**config.mk**
```make
export PLATFORM = sky130hd
export DESIGN_NAME = serial_sub_ctrl
export DESIGN_NICKNAME = d
export VERILOG_FILES = /design/src/rtl/serial_sub_ctrl.sv
export SDC_FILE = /design/constraint.sdc
export NUM_CORES = 1
export LEC_CHECK = 0
export ABC_AREA = 1
export ABC_CLOCK_PERIOD_IN_PS = 1700
export BUFFER_PORTS_ARGS = -buffer_cell sky130_fd_sc_hd__buf_2
export CELL_PAD_IN_SITES_DETAIL_PLACEMENT = 1
export CELL_PAD_IN_SITES_GLOBAL_PLACEMENT = 1
export CORE_UTILIZATION = 39
export DETAILED_ROUTE_END_ITERATION = 8
export PLACE_DENSITY = 0.86
export SETUP_SLACK_MARGIN = 0.3
export SLEW_MARGIN = 30
export SYNTH_ARGS = -nofsm -noshare
export SYNTH_HDL_FRONTEND = slang
export SYNTH_SLANG_ARGS = --single-unit
export TNS_END_PERCENT = 20
```
**constraint.sdc**
```tcl
create_clock -name clk -period 1.7 [get_ports clk]
set_clock_uncertainty 0.15 [all_clocks]
set_input_delay 0.17 -clock clk [delete_from_list [all_inputs] [get_ports clk]]
set_output_delay 0.17 -clock clk [all_outputs]
set_load 0.01 [all_outputs]
```
**src/rtl/serial_sub_ctrl.sv**
```systemverilog
// Bit-serial subtract sequencer: drives an external 1-bit full subtractor
// LSB first, recirculates the borrow and assembles the WIDTH-bit difference.
module serial_sub_ctrl #(
  parameter int WIDTH = 8
) (
  input  logic             clk,
  input  logic             rst_n,
  input  logic             start,
  input  logic [WIDTH-1:0] a,
  input  logic [WIDTH-1:0] b,
  input  logic             bin,
  output logic             busy,
  output logic             done,
  output logic [WIDTH-1:0] diff,
  output logic             borrow_out,
  output logic             fs_a,
  output logic             fs_b,
  output logic             fs_bin,
  input  logic             fs_d,
  input  logic             fs_bout
);

  localparam int CW = $clog2(WIDTH + 1);
  localparam logic [CW-1:0] LAST = CW'(WIDTH - 1);

  typedef enum logic [1:0] {IDLE, RUN, DONE} state_t;

  state_t           state_q;
  logic             busy_q, done_q;
  logic [WIDTH-1:0] a_sh_q, b_sh_q, res_q, diff_q;
  logic             brw_q, bout_q;
  logic [CW-1:0]    cnt_q;
  logic [WIDTH-1:0] res_d;

  // The incoming difference bit enters at the MSB so the LSB-first stream
  // ends up correctly aligned after WIDTH shifts.
  generate
    if (WIDTH == 1) begin : g_res_w1
      assign res_d = fs_d;
    end else begin : g_res_wn
      assign res_d = {fs_d, res_q[WIDTH-1:1]};
    end
  endgenerate

  always_ff @(posedge clk or negedge rst_n) begin
    if (!rst_n) begin
      state_q <= IDLE;
      busy_q  <= 1'b0;
      done_q  <= 1'b0;
      a_sh_q  <= '0;
      b_sh_q  <= '0;
      res_q   <= '0;
      diff_q  <= '0;
      brw_q   <= 1'b0;
      bout_q  <= 1'b0;
      cnt_q   <= '0;
    end else begin
      case (state_q)
        IDLE, DONE: begin
          done_q <= 1'b0;
          if (start) begin
            a_sh_q  <= a;
            b_sh_q  <= b;
            brw_q   <= bin;
            cnt_q   <= '0;
            busy_q  <= 1'b1;
            state_q <= RUN;
          end else begin
            busy_q  <= 1'b0;
            state_q <= IDLE;
          end
        end
        RUN: begin
          res_q  <= res_d;
          brw_q  <= fs_bout;
          a_sh_q <= a_sh_q >> 1;
          b_sh_q <= b_sh_q >> 1;
          cnt_q  <= cnt_q + CW'(1);
          if (cnt_q == LAST) begin
            diff_q  <= res_d;
            bout_q  <= fs_bout;
            busy_q  <= 1'b0;
            done_q  <= 1'b1;
            state_q <= DONE;
          end
        end
        default: begin
          busy_q  <= 1'b0;
          done_q  <= 1'b0;
          state_q <= IDLE;
        end
      endcase
    end
  end

  // busy_q is high exactly while in RUN, so it gates the cell inputs to 0 elsewhere.
  assign fs_a       = busy_q & a_sh_q[0];
  assign fs_b       = busy_q & b_sh_q[0];
  assign fs_bin     = busy_q & brw_q;
  assign busy       = busy_q;
  assign done       = done_q;
  assign diff       = diff_q;
  assign borrow_out = bout_q;

endmodule

```
== Word level (Yosys, flattened, before mapping) ==
Cells that the tools add are included.

* Register bits after elaboration: 42
* Input bits: 22
* Output and inout port bits: 14
* Word-level logic and storage cells: 40

* Add/sub/neg operators: 1
* Eq/ne operators: 5
* Multiplexer cells: 16
* Bitwise gates (word level): 3
* Reductions and logical operators: 5

{| class="wikitable"
|+ Operator list
! operator !! number
|-
| 8-bit case mux with 2 select lines || 2
|-
| 8-bit 2-to-1 mux || 2
|-
| 4-bit case mux with 2 select lines || 1
|-
| 1-bit 2-to-1 mux || 6
|-
| 4-bit by 1-bit adder with 4-bit output (second input constant) || 1
|-
| 4-bit by 3-bit equality test with 1-bit output (second input constant) || 1
|-
| 4-bit 2-to-1 mux || 1
|-
| 2-bit != test (second input constant) || 2
|-
| 1-bit case mux with 2 select lines || 2
|-
| 2-bit case mux with 2 select lines || 1
|-
| 2-bit AND reduction || 2
|-
| 1-bit bitwise AND || 3
|-
| 2-bit by 1-bit equality test with 1-bit output (second input constant) || 1
|-
| 2-bit equality test (second input constant) || 1
|-
| 2-bit zero test || 1
|-
| 2-bit 2-to-1 mux || 1
|-
| 2-bit nonzero test || 1
|-
| 2-bit OR reduction || 1
|}

== Longest topological paths before layout ==
Gate-level depths: netlist (run 1).

* Depth after elaboration: 4
* Depth in mapped cells: 7
* Depth with buffers taken out: 6

== Least setup slack after synthesis (run 1) ==
OpenSTA, ideal clock, no wires.

* Path kind: flip-flop to flip-flop
* Start point: reg busy (netlist name)
* End point: reg a_sh_q[4]
* Library setup time: 0.065 ns
* Data arrival time: 1.065 ns
* Data required time: 1.485 ns
* Path slack: 0.421 ns
* Stages on the path, launching flop included: 7
* Clock period less this slack: 1.279 ns
* Cells stage by stage: dfrtp_1 -> nor2_2 -> buf_4 -> nand2_1 -> nand2_1 -> inv_1 -> nand2_1

{| class="wikitable"
|+ RTL lines
! item !! line !! RTL
|-
| end signal: assignment || 76 || <nowiki>a_sh_q <= a_sh_q >> 1;</nowiki>
|-
| end: declaration || 30 || <nowiki>logic [WIDTH-1:0] a_sh_q, b_sh_q, res_q, diff_q;</nowiki>
|}

==> impl.org, run 1 <==
** Run status
- Outcome :: finished clean

** Synthesis
- Cell taking the most area after synthesis :: dfrtp_1
- Yosys printed 0 warnings.
- Synthesized net count :: 248
- In this run the mean area of a mapped cell was 7.76 µm².
- Among all flip-flop cells after synthesis, the most frequent one is dfrtp_1.
- Cells after synthesis :: 225
- Post-Synthesis Cell Area :: 1750 µm²
- Of the synthesized area, sequential elements account for 0.559.
- Most frequent cells after synthesis :: nand2_1, dfrtp_1, inv_1
- In the post-synthesis netlist, the cell with the most instances is nand2_1.
- Synthesis inferred 39 register bits.
- Count of distinct cell types in the synthesized netlist :: 15
- Number of synthesized flops with an enable pin :: 0
- By area the synthesized netlist is led by dfrtp_1, nand2_1, inv_1.
- Share of the synthesized area in the top cell type :: 0.559
- Counting flops with an async set or reset pin after synthesis yields a share of 1.00.

** Placed design
- Summing all placed instances gives a cell area of 1990 µm².
- Detailed placer's ending HPWL :: 2960 µm
- Port Buffer Count :: 35
- Once placement completed, the tool counted placed cells totaling 311.
- Placement-stage worst setup slack :: 94.1 ps
- RD Place Congestion :: 0.743

** Routing
- TritonRoute pass-1 iters :: 4
- Using the TritonRoute via totals, the vias-per-cell ratio works out to 5.16.
- The first routing iteration left 74 violations.
- For this block, the routed nets add up to 6020 µm of wire.
- The count of nets left with antenna violations once routing finished came out at 0.
- For this run, design rule violations remaining after detail routing come to 0.
- Detailed-route wire length per cell :: 17.6 µm
- The routed layout has 1761 vias.

** Clock network
- The clock passes through at most 2 buffers.
- CTS built an H-tree with a depth of 2.
- Clock tree from TritonCTS :: built
- Insertion delay to the later sink of the worst-skew pair :: 300 ps
- Reg clk slew, reported paths :: 80 ps
- CTS saw 39 sinks.
- Total CTS buffers :: 5
- Clock root buffer master :: clkbuf_8

** Timing
- In the final timing run, aggregate negative setup slack is 0 ps.
- The number of hold violations in the final report was 0.
- In the finished design, the share of the clock period the worst path needs comes to 0.855.
- Setup violations remaining at the end of the flow were counted as 0.
- Final critical delay including setup and external delays :: 1450 ps
- RSZ-0062 raised after global routing :: yes
- Worst-margin pin slew :: 311 ps
- Worst hold slack :: 11.7 ps
- Highest clock rate :: 688 MHz
- Setup ws final :: 246 ps
- Number of pins exceeding their max-slew limit in the final report :: 0
- Slew Limit Headroom :: 0.793

** Global routing
- GRT Residual Overflow :: 0
- Largest net degree at the start of global routing :: 15
- In the global route stage, overall resource usage came out at 0.253.
- Vias in the first global route :: 1769
- Antenna violations before repair :: 0
- The first global-routing pass estimated 8400 µm of wire.

** Finish
- At the end of the flow, the number of nets in the layout was 313.
- Area of all placed cells without fillers :: 2420 µm²
- Non-filler cells in the finished layout :: 341
- Area Overhead vs Synth :: 38.9%
- Final core occ :: 0.585
- Number of antenna diodes :: 0
- Of the cells placed in the final design, the portion with a size suffix greater than 1 is 0.289.

** Setup path
- At the worst endpoint, the arrival time is 1520 ps.
- Along the worst path, the maximum fanout reaches 7.
- Worst setup path class :: reg2reg
- Startpoint type of the worst setup path :: flop
- Critical path required time :: 1770 ps
- Kind of end point of the critical path :: flop

** Job
- Maxcap violations :: 0

** Power and ir drop
- The share of total power dissipated in combinational logic is 0.458.
- Cell-internal power :: 2.77 mW
- NetSw :: 2.08 mW
- The share of total power dissipated in sequential elements is 0.349.
- In this run the power density over the cells is 2000 nW/µm².
- IR drop worst, VDD :: 0.747 mV
- Leak Pwr :: 1.35 nW
- Power comes to 4.85 mW.
- Fraction of power consumed by the clock network :: 0.193
- Of the total power, the share spent switching nets is 0.429.

** Floorplanning
- The floorplan has 23 rows.
- The die is 68.9 µm wide.
- The core region is 4140 µm².
- Starting utilization of the core area :: 0.421
- The floorplan step defined a die boundary enclosing 4750 µm².
- Vert. Die Dim :: 68.9 µm
- Pin placement for this block handled 36 I/O pins.

** Worst hold path
- Hold/Removal Path Class :: in2reg
[sequential cells by signal, summed over array words and instances (netlist names)]
name / count
busy: 1
diff: 8
borrow_out: 1
b_sh_q: 8
a_sh_q: 8
cnt_q: 4
state_q: 1
res_q: 7
brw_q: 1
[cell families (layout without fill, tap and decap cells)]
logic type,Yosys count,in the layout,share of synthesized area
AND/OR/NAND/NOR,145,147,0.330
adder cells (fa/ha/maj),1,1,0.00717
buffers and inverters,32,96,0.0803
flip-flops,39,39,0.559
AO/OA/AOI/OAI,8,8,0.0229
[cell type report]
class	instances	area [µm²]
clock buffers	5	68.8
clock inverters	3	67.6
fillers	517	1720
inverters	26	104
multi-input cells	156	723
flip-flops and latches	39	978
well taps	50	62.6
repair buffers	59	398
repair inverters	3	22.5
[layout by cell type, fill, tap and decap left out, drive strengths merged]
| cell | count |
|---|---|
| inv | 25 |
| bufinv | 2 |
| dfrtp | 39 |
| nand2 | 135 |
| ha | 1 |
| a21oi | 1 |
| clkbuf | 5 |
| nand3 | 3 |
| o21ai | 7 |
| dlygate4sd3 | 9 |
| nor2 | 8 |
| clkinvlp | 5 |
| nand4 | 1 |
| buf | 50 |
[timing repair]
action                                  in CTS  in global routing
hold buffers                                 9                  0
gates resized for setup                     13                 18
gates cloned                                 4                  2
pin swaps                                    2                  5
setup buffers                                4                  3
endpoints found under the hold margin       48                  0
endpoints found under the setup margin      29                 30
[worst max-delay path, stage by stage, from the launching register on]
cell     delay (ps)
dfrtp_2         470
inv_4            70
nor2_4          230
buf_12          160
buf_4           120
nand2_1          60
o21ai_0          90
[power groups by stage]
stage	clock (mW)	combinational (mW)	sequential (mW)
after CTS	0.938	1.83	1.64
after global routing	0.974	2.43	1.73
after global placement	0	1.44	1.63
after floorplan	0	1.01	1.64
after detailed placement	0	1.53	1.64
final	0.935	2.22	1.69
[final timing paths]
kind,cells past startpoint,slack [ps],to,startpoint
max,6,250,res_q[3]$_DFFE_PN0P_,busy$_DFFE_PN0P_
min,5,10,b_sh_q[1]$_DFFE_PN0P_,b[1]
max reg2reg,6,250,res_q[3]$_DFFE_PN0P_,busy$_DFFE_PN0P_
min reg2reg,2,330,diff[1]$_DFFE_PN0P_,diff[1]$_DFFE_PN0P_
max in group asynchronous,3,750,state_q[1]$_DFFE_PN0P_,rst_n
min in group asynchronous,2,140,a_sh_q[5]$_DFFE_PN0P_,rst_n
[routing by layer]
layer,GRT usage,wire (µm),vias up
met5,0,0,-
met4,0.105,199,0
met3,0.0641,246,23
met2,0.430,3070,52
met1,0.302,2500,890
li1,-,-,796
Power figures use the tool's default switching activity.
==> inputs of run 2 (changes only) <==
--- a/config.mk
+++ b/config.mk
@@ -12,7 +12,7 @@
 export CELL_PAD_IN_SITES_GLOBAL_PLACEMENT = 1
 export CORE_UTILIZATION = 39
 export DETAILED_ROUTE_END_ITERATION = 8
-export PLACE_DENSITY = 0.86
+export PLACE_DENSITY_LB_ADDON = 0.1
 export SETUP_SLACK_MARGIN = 0.3
 export SLEW_MARGIN = 30
 export SYNTH_ARGS = -nofsm -noshare
==> run 2 against run 1 <==
Compared with the run above:
- the run now ends with hold timing left
- worst setup slack improved by 45 ps
- clock-buffer cell count unchanged
- flip-flop and latch count unchanged
- sequential share of layout area grew 0.47 points
- register-to-register slack improved by 80 ps
- power decreased by 7.8%
- combinational power hardly changed
- via count shrank 9.7%
- die area unchanged
- global-route usage decreased by 3.6 points
==> impl.org, run 2 (synthesis results as in run 1) <==
** Routing
- Detailed-route wire length per cell :: 14.0 µm (-21%)
- The via density per instance was 4.72 (-8.6%).
- The initial detailed-routing violation count came to 34 (-54%).
- The length of the first detailed-routing pass in iterations was 3 (-1).
- Via count :: 1591 (-9.7%)
- Routed wire length :: 4700 µm (-22%)
- DR DRC count :: 0 (unchanged)
- Antenna violation net count after detailed routing :: 0 (unchanged)

** Timing
- Setup-failing EPs final :: 0 (unchanged)
- RSZ-0062 raised after global routing :: yes
- Aggregate negative setup slack :: 0 ps (unchanged)
- The highest clock rate was 710 MHz (+3.2%).
- Number of pins exceeding their max-slew limit in the final report :: 0 (unchanged)
- The tightest hold margin came to -2.49 ps (-14.2 ps).
- Number of hold violations in the final report :: 1 (+1)
- The worst path setup slack after routing was 292 ps (+45.4 ps).
- The fraction of the cycle the final worst path needs came to 0.828 (-0.0267).
- The minimum period implied by the final worst setup slack is 1410 ps (-45.4 ps).
- Worst-margin pin slew :: 400 ps (+89.6 ps)
- The worst slew margin relative to its limit is 0.733 (-0.0597).

** Floorplanning
- The core footprint is 4140 µm² (unchanged).
- I/O pin count :: 36 (unchanged)
- The y dimension of the die came to 68.9 µm (unchanged).
- Die X :: 68.9 µm (unchanged)
- Die area :: 4750 µm² (unchanged)
- The number of placement rows was 23 (unchanged).
- The starting density of the core came to 0.421 (unchanged).

** Setup path
- Critical path required time :: 1380 ps (-390 ps)
- Kind of end point of the critical path :: output pin
- CP dominant cell by count :: buf_6
- The setup path with the least slack is of type reg2out.
- CP cell instances :: buf_6, nand2_2, inv_2, buf_6
- The largest individual stage delay along the critical path comes from the cell dfrtp_1.
- The data arrival time of the critical path came to 1090 ps (-430 ps).
- STA classifies the critical path startpoint as a flop.
- The stage delay of the slowest cell on the critical path was 430 ps (-40 ps).
- Maximum fanout along the worst path :: 5 (-2)

** Global routing
- Global-route wire length before repair :: 7250 µm (-14%)
- The number of antenna violations at the first check in global routing came to 0 (unchanged).
- Global-route usage over all layers :: 0.217 (-0.0358)
- The total overflow reported by the global router came to 0 (unchanged).
- The pin count of the biggest net entering global routing came to 25 (+10).
- Vias in the first global route :: 1575 (-11%)

** Finish
- Top library cells by usage in the layout, fill and taps aside :: nand2_1, dfrtp_1, buf_2
- Compared with the post-synthesis result, the final layout area differs by 37.0%.
- The fraction of the core area covered by cells at the end of the flow was 0.577 (-0.00815).
- The antenna diode count came to 0 (unchanged).
- Area of all placed cells without fillers :: 2390 µm² (-1.4%)
- Fraction of layout instances using a drive strength above 1 :: 0.282 (-0.00643)
- The library cell used most frequently in the layout, excluding fill and tap cells, is nand2_1.
- The number of nets in the finished design was 309 (-1.3%).

** Clock network
- Depth of the CTS H-tree :: 2 (unchanged)
- The clock transition at the registers of the reported paths came to 80 ps (about the same).
- Number of buffers on the longest clock path :: 2 (unchanged)
- The cell sitting at the root of the clock tree is a clkbuf_8.
- Total clock sinks :: 39 (unchanged)
- Insertion delay to the later sink of the worst-skew pair :: 300 ps (about the same)
- Clock tree from TritonCTS :: built
- The number of buffers created by CTS came to 5 (unchanged).

** Placed design
- Port Buffer Count :: 35 (unchanged)
- The placer's final routability congestion estimate is 0.759 (+2.2%).
- The worst setup timing slack at the placement stage was 155 ps (+61.0 ps).
- Area of placed instances :: 2020 µm² (+1.5%)
- The half-perimeter wire length after placement came to 2900 µm (-2.1%).

** Power and ir drop
- The power density relative to cell area came to 1870 nW/µm² (-6.5%).
- Leak Pwr :: 1.33 nW (-1.6%)
- IR drop worst, VDD :: 0.763 mV (+2.2%)

** Worst hold path
- Hold/Removal Path Class :: in2reg

** Job
- Maxcap violations :: 0 (unchanged)

** Run status
- Failing checks :: hold timing
- Outcome :: finished, violations left
## run 2: report_power, final
group          switching, mW  internal [mW]
clock network          0.366          0.293
registers              0.276           1.35
logic                   1.24          0.947
## run 2: layer usage
metal,GRT usage,wire length [µm],part of all wire,up-vias
li1,-,-,-,786
met1,0.261,2100,0.45,773
met2,0.371,2370,0.50,28
met3,0.0625,168,0.036,4
met4,0.0689,56,0.012,0
met5,0,0,0,-
## run 2: per-stage QoR
| step | power (mW) | instances |
|---|---|---|
| after floorplan | 2.65 | 225 |
| after global placement | 3.20 | 310 |
| after detailed placement | 3.28 | 310 |
| after CTS | 4.13 | 331 |
| after global routing | 4.84 | 337 |
| final | 4.47 | 337 |
## run 2: what timing repair did
action | 4_1_cts | 5_1_grt
resized for setup | 10 | 22
pin swaps | 0 | 5
hold buffers | 7 | 0
buffers inserted | 2 | 3
hold endpoints to repair | 46 | 0
setup endpoints to repair | 32 | 32
cloned | 4 | 3
## run 2: worst paths after layout
path	start	end	slack, ps	cells past startpoint
hold reg to reg	res_q[7]$_DFFE_PN0P_	diff[6]$_DFFE_PN0P_	330	2
hold / removal	a[5]	a_sh_q[5]$_DFFE_PN0P_	-2	5
min in group asynchronous	rst_n	a_sh_q[4]$_DFFE_PN0P_	170	2
setup reg to reg	busy$_DFFE_PN0P_	cnt_q[0]$_DFFE_PN0P_	330	6
max in group asynchronous	rst_n	diff[1]$_DFFE_PN0P_	780	3
setup / recovery	busy$_DFFE_PN0P_	fs_bin	290	4
## run 2: final cells by class
class,instances,area [µm²]
Inverter,26,101
Tap cell,50,62.6
Clock inverter,3,23.8
Multi-Input combinational cell,155,694
Timing Repair inverter,3,22.5
Clock buffer,5,68.8
Sequential cell,39,976
Timing Repair Buffer,56,442
Fill cell,518,1750
## run 2: critical path: cells and delay by family (launching register included)
| kind | cells | cell delay [ps] |
|---|---|---|
| flip-flops | 1 | 430 |
| buffers and inverters | 3 | 310 |
| AND/OR/NAND/NOR | 1 | 50 |
